**src/rtl/writeback_buffer.sv**
```systemverilog
// writeback_buffer: in-order write queue in front of the 32x32 register file.
// Collects ALU and load results, drains one register file write per cycle
// and flags decode read ports that still have a write pending.
//
// Ports:
//   clk, rst_n                      clock, async active-low reset
//   AluValid/AluReg/AluData         ALU result push
//   MemValid/MemReg/MemData         load result push (queued ahead of ALU)
//   Flush                           discard every queued entry
//   Ready                           at least two free slots
//   RegWrite/WriteRegister/WriteData registered register file write port
//   ReadRegister1/2, Hazard1/2      decode read ports and pending-write flags
//   Count                           queued entries
//   Overflow                        sticky, a push was dropped
module writeback_buffer #(
  parameter int DEPTH  = 4,
  parameter int ADDR_W = 5,
  parameter int DATA_W = 32,
  localparam int PTR_W = $clog2(DEPTH),
  localparam int CNT_W = $clog2(DEPTH+1)
) (
  input  logic              clk,
  input  logic              rst_n,
  input  logic              AluValid,
  input  logic [ADDR_W-1:0] AluReg,
  input  logic [DATA_W-1:0] AluData,
  input  logic              MemValid,
  input  logic [ADDR_W-1:0] MemReg,
  input  logic [DATA_W-1:0] MemData,
  input  logic              Flush,
  output logic              Ready,
  output logic              RegWrite,
  output logic [ADDR_W-1:0] WriteRegister,
  output logic [DATA_W-1:0] WriteData,
  input  logic [ADDR_W-1:0] ReadRegister1,
  input  logic [ADDR_W-1:0] ReadRegister2,
  output logic              Hazard1,
  output logic              Hazard2,
  output logic [CNT_W-1:0]  Count,
  output logic              Overflow
);

  logic [DEPTH-1:0][ADDR_W-1:0] regQ;
  logic [DEPTH-1:0][DATA_W-1:0] dataQ;
  logic [PTR_W-1:0] head, tail, aluIdx, idx;
  logic memPush, aluPush, memAcc, aluAcc, doPop, dropPush;
  logic [CNT_W-1:0] countNext;

  // Two free slots required so a dual push never needs a partial accept.
  assign Ready    = (Count <= CNT_W'(DEPTH-2));
  // Writes to register zero are architecturally void; never queue them.
  assign memPush  = MemValid && (MemReg != '0);
  assign aluPush  = AluValid && (AluReg != '0);
  assign memAcc   = memPush && Ready && !Flush;
  assign aluAcc   = aluPush && Ready && !Flush;
  assign dropPush = (memPush || aluPush) && !Ready && !Flush;
  assign doPop    = (Count != '0) && !Flush;
  assign aluIdx   = tail + PTR_W'(memAcc);
  assign countNext = Count + CNT_W'(memAcc) + CNT_W'(aluAcc) - CNT_W'(doPop);

  always_ff @(posedge clk or negedge rst_n) begin
    if (!rst_n) begin
      head          <= '0;
      tail          <= '0;
      Count         <= '0;
      Overflow      <= 1'b0;
      RegWrite      <= 1'b0;
      WriteRegister <= '0;
      WriteData     <= '0;
      regQ          <= '0;
      dataQ         <= '0;
    end else begin
      RegWrite <= doPop;
      if (doPop) begin
        WriteRegister <= regQ[head];
        WriteData     <= dataQ[head];
      end
      if (Flush) begin
        head  <= '0;
        tail  <= '0;
        Count <= '0;
      end else begin
        if (doPop) head <= head + PTR_W'(1);
        if (memAcc) begin
          regQ[tail]  <= MemReg;
          dataQ[tail] <= MemData;
        end
        if (aluAcc) begin
          regQ[aluIdx]  <= AluReg;
          dataQ[aluIdx] <= AluData;
        end
        tail  <= tail + PTR_W'(memAcc) + PTR_W'(aluAcc);
        Count <= countNext;
      end
      if (dropPush) Overflow <= 1'b1;
    end
  end

  // Scan only the occupied window [head, head+Count); stale slots are ignored.
  always_comb begin
    Hazard1 = 1'b0;
    Hazard2 = 1'b0;
    idx     = head;
    for (int k = 0; k < DEPTH; k++) begin
      idx = head + PTR_W'(k);
      if (CNT_W'(k) < Count) begin
        if (regQ[idx] == ReadRegister1) Hazard1 = 1'b1;
        if (regQ[idx] == ReadRegister2) Hazard2 = 1'b1;
      end
    end
    // The write on the port this cycle is not yet in the register file.
    if (RegWrite && WriteRegister == ReadRegister1) Hazard1 = 1'b1;
    if (RegWrite && WriteRegister == ReadRegister2) Hazard2 = 1'b1;
    if (ReadRegister1 == '0) Hazard1 = 1'b0;
    if (ReadRegister2 == '0) Hazard2 = 1'b0;
  end

endmodule

```
**config.mk**
```make
export PLATFORM = sky130hd
export DESIGN_NAME = writeback_buffer
export DESIGN_NICKNAME = d
export VERILOG_FILES = /design/src/rtl/writeback_buffer.sv
export SDC_FILE = /design/constraint.sdc
export NUM_CORES = 1
export LEC_CHECK = 0
export ABC_AREA = 1
export CORE_MARGIN = 5
export CORE_UTILIZATION = 57
export CTS_CLUSTER_SIZE = 20
export DETAILED_ROUTE_END_ITERATION = 16
export PLACE_DENSITY = 0.87
export SYNTH_ARGS = -nofsm -noshare
export SYNTH_HDL_FRONTEND = slang
export SYNTH_SLANG_ARGS = --single-unit
export TNS_END_PERCENT = 50
```
**constraint.sdc**
```tcl
create_clock -name clk -period 3.5 [get_ports clk]
set_clock_uncertainty 0.2 [all_clocks]
set_input_delay 1.05 -clock clk [delete_from_list [all_inputs] [get_ports clk]]
set_output_delay 1.05 -clock clk [all_outputs]
set_load 0.02 [all_outputs]
```
# Yosys cells after proc, flatten, opt, wreduce, memory -nomap -nowiden
# Cells that the tools add are included.
[op_classes]
magnitude_cmp = 13
n_eq_ne = 10
n_div = 0
n_mul = 0
reduce_logical = 22
n_addsub = 8
n_mux = 52
bitwise_logic = 0
shifts = 0
[op_table]
columns = ["op", "n"]
rows = [
  ["$mux W128", 3],
  ["$bwmux W128", 2],
  ["$demux W32 S2", 2],
  ["$mux W32", 3],
  ["$bmux W32 S2", 1],
  ["$mux W20", 3],
  ["$eq A5 B5 Y1", 10],
  ["$bmux W5 S2", 4],
  ["$bwmux W20", 2],
  ["$mux W5", 6],
  ["$demux W5 S2", 2],
  ["$mux W1", 20],
  ["$lt A2 B3 Y1 const B", 6],
  ["$logic_and A1 B1 Y1", 13],
  ["$logic_not A5 Y1", 2],
  ["$reduce_bool A5 Y1", 2],
  ["$add A3 B1 Y3", 2],
  ["$lt A1 B3 Y1 const A", 2],
  ["$lt A2 B3 Y1 const A", 2],
  ["$mux W2", 3],
  ["$add A2 B1 Y2", 2],
  ["$add A2 B2 Y2 const B", 2],
  ["$ge A2 B1 Y1 const B", 2],
  ["$le A3 B2 Y1 const B", 1],
  ["other kinds (7)", 8],
]
[word_totals]
rom_bits = 0
out_inout_bits = 45
word_cells = 120
inputBits = 89
ff_bits = 194
latchBits = 0
ramBits = 0
memories = 0

# Longest topological paths before layout
[depth]
word_depth = 13
ltp_mapped = 14
ltp_nobuf = 13

# Worst setup path after synthesis
# OpenSTA, ideal clock, no wires.
[synth_timing]
path_kind = "input to register"
startpoint = "input port Flush"
endpoint = "register Count[2]"
n_path_buf = 1
setup_ns = 0.123
stages = 9
arrival_time_ns = 3.075
path_slack_ns = 0.102
required_time_ns = 3.177
path_cell_list = "inv_1 nand2_1 inv_1 buf_1 ha_1 fa_1 fa_1 o21ai_0 a21oi_1"
[synth_between]
word_cells_on_any_way = 8
classes_between = "3 x add/sub; 1 x mux; 4 x reduce/logical"
[synth_lines]
columns = ["element", "line_no", "source"]
rows = [
  ["start, declared", "30", "input logic Flush,"],
  ["$logic_not A1 Y1", "57", "assign doPop = (Count != '0) && !Flush;"],
  ["$logic_and A1 B1 Y1", "57", ""],
  ["via doPop", "46", "logic memPush, aluPush, memAcc, aluAcc, doPop, dropPush;"],
  ["$sub A3 B1 Y3", "59", "assign countNext = Count + CNT_W'(memAcc) + CNT_W'(aluAcc) - CNT_W'(doPop);"],
  ["$mux W3", "78", "if (Flush) begin"],
  ["end signal, assigned", "93", "Count <= countNext;"],
  ["end, declared", "39", "output logic [CNT_W-1:0] Count,"],
]
# The timed path passes the listed nets, and every way through them passes these cells.
# A chain may end at the register's enable or synchronous reset.

# Final worst setup path
[layout_timing]
startpoint = "register head[1]"
endpoint = "output port Hazard1"
[layout_between]
elab_chain_cells = 13
word_cells_on_any_way = 25
classes_between = "3 x add/sub; 4 x eq/ne; 18 x mux"
[layout_lines]
columns = ["element", "line_no", "source"]
rows = [
  ["start, declared", "45", "logic [PTR_W-1:0] head, tail, aluIdx, idx;"],
  ["start signal, assigned", "83", "if (doPop) head <= head + PTR_W'(1);"],
  ["branches (longest 10 deep; another with $add A2 B1 Y2)", "n/a", ""],
  ["$mux W1 *", "106", "if (CNT_W'(k) < Count) begin"],
  ["$mux W1 *", "112", "if (RegWrite && WriteRegister == ReadRegister1) Hazard1 = 1'b1;"],
  ["$mux W1 *", "114", "if (ReadRegister1 == '0) Hazard1 = 1'b0;"],
  ["end, declared", "37", "output logic Hazard1,"],
]
# Mark *: on every way between the ends. The select of a mux whose other input is x is not followed.

==> flow_summary.ini <==
[global_routing]
grt_max_degree = 67
grt_pass1_wl_um = 60700
grt_use_total_pct = 31.6
antenna_found_initial = 0
grt_pass1_vias = 12262
grt_overflow = 0

[route]
dr.pass1.iters = 8
wire_per_inst_um = 17.3
drt_iter0_markers = 1255
vias = 12459
vias_per_cell = 5.71
drc = 0
finalWirelength_um = 37700
antenna_left = 0

[layout]
fill_cells = 1557
layout-drive-gt1-share_pct = 11.4
final_common_cell = nand2_1
multi_input_area_um2 = 5930
regArea_um2 = 4860
fin_cells = 2183
layout.nets = 2001
final_cell_mix = nand2_1 (530), nor2_1 (477), dfrtp_1 (193), clkdlybuf4s50_1 (119), buf_4 (87)
syn2layout_area_growth_pct = 26.1
antenna_cells = 0

[sta]
drv_slew = 0
slew_headroom_pct = 35.0
fmax_mhz = 279
post-route-period-util_pct = 102
fin_setup_tns_ns = -0.138
period_needed_ns = 3.58
worst_slack_ns = -0.0821
worstMarginPinSlew_ns = 0.974
rsz0062_at_grt = true
holdWs_ns = 0.288
finalHoldViolations = 0
setup_viol = 2

[synthesis]
synth_nets = 1830
ys_warn_count = 0
syn-cell-area_um2 = 11500
syn_area_per_cell_um2 = 6.61
ys_types = 32
synth-seq-cells = 194
syn_inst = 1734
ys_seq_area_share_pct = 42.3

[critical_path]
critPathMaxFanout = 4
critPathSlowestCell = dfrtp_1
crit_type = reg2out
worstPathRequired_ns = 2.25
slowest_delay_ns = 0.39
r2r_setup_slack_ns = 0.37
worstPathCellList = inv_1, buf_4, buf_4, nand3_1, nand2_1, nand2_1, nand2_1, nor2_2, nand3_1, nand3_1, nor2_1, nor2_1, buf_4
worst_r2r_path_depth = 15
end_kind = output port
start_kind = register
critPathArrivalTime_ns = 2.33

[placement]
gp_congestion = 0.997
port_buffers = 133
hpwl_um = 24300
dp_cells = 2144

[clocking]
cts_buffers = 17
clk_pin_slew_worst_paths_ns = 0.07
root_buffer = clkbuf_16
htreeDepth = 4
cts.sinks = 194
ctsHoldBuffers = 0
clkLatencyLatePin_ns = 0.43
cts_tree = yes
cts.path.max_buffers = 2

[floorplanning]
boundaryPins = 134
rows = 51
die_w_um = 152
die_h_um = 152
coreArea_um2 = 19700
die_area_um2 = 23100
start_util_pct = 58.4

[power_and_ir_drop]
switching_share_pct = 44.9
p_per_area_nw_per_um2 = 893
p_int_mw = 7.12
p_switching_mw = 5.80
combPwrFrac_pct = 52.2
p_seq_share_pct = 31.3
p_clk_share_pct = 16.5
vdd_ir_drop_max_v = 0.000422
leakagePower_nw = 7.43

[worst_hold_path]
worstHoldPathCells = 2
min_path_type = reg2reg

[run_status]
failed_checks = negative setup slack
outcome = finished with violations

[flow_run]
maxCapViolations = 0
final timing paths:
| path | endpoint | from |
|---|---|---|
| worst min register to register | WriteData[16] | WriteData[16] |
| worst max register to register | dataQ[7] | Count[1] |
| worst max-delay path | Hazard1 | head[1] |
| max in group asynchronous | dataQ[70] | rst_n |
| worst min-delay path | WriteData[16] | WriteData[16] |
| min in group asynchronous | WriteData[12] | rst_n |
registers in the layout, summed over array words and instances (netlist names):
register,count
WriteData,32
Count,3
WriteRegister,5
Overflow,1
head,2
dataQ,128
tail,2
RegWrite,1
regQ,20
routing by layer:
layer  track usage, %  up-vias  part of all wire, %
li1                 -     5785                    -
met1             40.3     5748                   38
met2             52.6      779                   48
met3             6.02      147                  9.8
met4             14.3        0                  3.7
met5                0        -                    0
synthesized netlist by cell type, drive strengths merged:
cell type    n  area share [%]
a21o         1           0.065
inv         87             2.8
ha           5            0.55
o22ai        4            0.22
dfrtp      194              42
nor2       482              16
xor2         4            0.31
a21oi       14            0.64
nand2      555              18
clkbuf      24            0.80
nor3         2           0.087
clkinv       2           0.076
o21ai      164             7.2
nand4       35             1.9
nand3       90             4.1
buf         66             4.0
fa           2            0.35
xnor2        3            0.23
area by class of cell:
class,count,share of cell area (%)
well taps,265,2.29
repair inverters,1,0.0519
inverters,89,2.34
multi-input cells,1362,41.0
flip-flops and latches,194,33.6
repair buffers,240,16.3
clock inverters,13,1.32
clock buffers,19,3.13
metrics by stage:
stage               area [um^2]  power, mW  utilization (%)  setup WS, ns
floorplan                 11500       8.02                -         0.102
global placement          13600       10.0             69.1        -0.758
detailed placement        13600       10.3             69.1        -0.778
CTS                       14300       12.6             72.8      0.000140
global route              14500       13.9             73.6        -0.161
finish                    14500       12.9             73.6       -0.0821
cell families after synthesis:
kind of cell | Yosys count | synth area share (%)
xor+xnor | 7 | 0.535
buf+inv | 179 | 7.70
fa+ha+maj | 7 | 0.895
compound gates | 183 | 8.12
flops | 194 | 42.3
simple gates | 1164 | 40.4
worst max-delay path: cells and delay by family (launching register included):
kind / cells / cell delay (ns)
and+or+nand+nor: 9 / 0.90
buffers and inverters: 4 / 0.61
DFF: 1 / 0.39
power groups by stage:
stage	sequential, mW	combinational [mW]	clock (mW)
2_1_floorplan	4.11	3.91	0
3_3_place_gp	3.98	6.07	0
3_5_place_dp	4.02	6.26	0
4_1_cts	4.02	6.44	2.14
5_1_grt	4.16	7.47	2.24
6_report	4.05	6.74	2.13
timing repair:
item	CTS	global route
resized for setup	52	36
buffers inserted	1	4
gates cloned	2	0
endpoints found under the setup margin	2	3
pin swaps	4	10
Note: power is estimated with default switching activity, not from simulation.
==> edit, RTL diff (config.mk and constraints unchanged) <==
`DEPTH`: 4 -> 2.
--- a/src/rtl/writeback_buffer.sv
+++ b/src/rtl/writeback_buffer.sv
@@ -14,5 +14,5 @@
 //   Overflow                        sticky, a push was dropped
 module writeback_buffer #(
-  parameter int DEPTH  = 4,
+  parameter int DEPTH  = 2,
   parameter int ADDR_W = 5,
   parameter int DATA_W = 32,
Interface: changed (resized Count); port bits go from 134 to 133. No check against the original RTL was run, so the function may have changed too.
==> edit against the unedited design <==
Design area down 27%; worst setup slack gained 0.19 ns; sequential cell count is 77 lower; synthesized area down 27%; clock power decreased by 8%; register-to-register slack better by 0.83 ns; sequential share of layout area is 5.8 points lower; power down 27%; count of clock-buffer cells in the layout increased by 1; largest cell class unchanged; routed wire length down 28%.
==> edit: results <==
[status]
outcome = "complete, no violations"

[logic_synthesis]
synthCells = 1395
ys_top_cells_by_area = "dfrtp_1, nand2_1, inv_1"
yosysUniqueCellTypes = 29
synthXorXnorAreaFrac_pct = 0.524
synth.cells.most_frequent = "nand2_1, inv_1, dfrtp_1"
synthAdderAreaFrac_pct = 0.300
syn_nets = 1486
seq_area_frac_synth_pct = 35.1
synthMuxAreaShare_pct = 0
synth_compound_area_share_pct = 4.50

[placed_design]
routabilityCongestion = 0.948
postPlaceCellArea_um2 = 9900
numPortBuffers = 132
hpwl_mm = 16.9

[sta]
slew_headroom_pct = 46.1

[power_and_ir_drop]
ir_worst_vdd_uv = 602
leakage_nw = 6.06
swShare_pct = 45.2
p_per_area_nw_per_um2 = 892

[worst_setup_path]
cp_max_fo = 6
r2r_cells = 11
cp.arrival_ns = 2.15
reg2reg_slack_ns = 1.20
r2r-end = "regQ[3]$_DFFE_PN0N_"
reg2reg_from = "Count[0]$_DFF_PN0_"
crit_start = "ReadRegister1[3]"

[drt]
drt_iter0_drc = 968
post_drt_via_cell_ratio = 5.53
drt-total-wl_mm = 27.1
drt_pass1_iterations = 6

[layout]
finalNonFillerCells = 1696
reg_top3 = "dataQ (64), WriteData (32), regQ (10)"
fillers = 1169
finalNetCount = 1590
drive_gt1_share_pct = 6.42

[global_route]
grt_pass1_wl_mm = 42.7
grt_pass1_vias = 8809
grt_usage_pct = 31.5
grt_max_degree = 77

[clocking]
cts_buffers = 17
cts_setup_buffers = 0
==> edit: per-layer routing <==
| layer | track usage (%) | wire (um) | vias to the layer above | part of all wire [%] |
|---|---|---|---|---|
| met5 | 0 | 0 | - | 0 |
| met4 | 14.1 | 682 | 0 | 2.5 |
| met3 | 6.63 | 2900 | 71 | 11 |
| met2 | 53.0 | 12900 | 620 | 48 |
| met1 | 39.0 | 10500 | 4184 | 39 |
| li1 | - | - | 4496 | - |
==> edit: timing repair <==
item / 4_1_cts / 5_1_grt
endpoints found under the setup margin: 2 / 2
gates resized for setup: 20 / 4
hold buffers: 0 / 0
==> edit: cells by family (layout without fill, tap and decap cells) <==
kind of cell	Yosys count	in the layout
AOI/OAI and AO/OA	66	66
xor gates and xnor gates	5	5
adders and majority gates	2	2
buffers and inverters	315	432
DFF	117	117
and+or+nand+nor	890	890
==> edit: how the worst min path moves through the flow <==
stage,end,slack [ns],startpoint
3_3_place_gp,Overflow$_DFFE_PN0P_,0.32,Overflow$_DFFE_PN0P_
2_1_floorplan,WriteData[0]$_DFFE_PN0P_,0.33,dataQ[32]$_DFFE_PN0N_
5_1_grt,Overflow$_DFFE_PN0P_,0.35,Overflow$_DFFE_PN0P_
4_1_cts,Overflow$_DFFE_PN0P_,0.33,Overflow$_DFFE_PN0P_
6_report,WriteData[25]$_DFFE_PN0P_,0.35,WriteData[25]$_DFFE_PN0P_
3_5_place_dp,Overflow$_DFFE_PN0P_,0.32,Overflow$_DFFE_PN0P_
==> edit: critical path: stages <==
cell and delay, ns:
dlygate4sd2_1 0.33, inv_1 0.09, nand3_1 0.09, nand2_1 0.05, nor2_1 0.12, nand3_1 0.08
nand3_1 0.10, nand2_1 0.06, inv_1 0.05, buf_4 0.13
==> edit: stage by stage <==
step | hold slack (ns) | setup slack (ns) | power (mW)
detailed placement | 0.317 | -0.626 | 7.32
global route | 0.347 | 0.000925 | 10.1
CTS | 0.330 | 0.102 | 9.35
global placement | 0.320 | -0.602 | 7.20
floorplan | 0.333 | 0.593 | 5.72
finish | 0.346 | 0.103 | 9.40
==> edit: layout make-up <==
cell class	count	area share [%]
inverters	225	8.04
clock inverters	12	1.90
well taps	184	2.18
clock buffers	20	4.33
repair buffers	175	15.9
flip-flops and latches	117	27.8
multi-input cells	963	39.8
==> edit: power by group through the flow <==
stage | Sequential [mW] | Combinational [mW] | Clock [mW]
2_1_floorplan | 2.73 | 2.99 | 0
3_3_place_gp | 2.55 | 4.65 | 0
3_5_place_dp | 2.57 | 4.75 | 0
4_1_cts | 2.56 | 4.82 | 1.97
5_1_grt | 2.65 | 5.43 | 2.04
6_report | 2.57 | 4.86 | 1.96
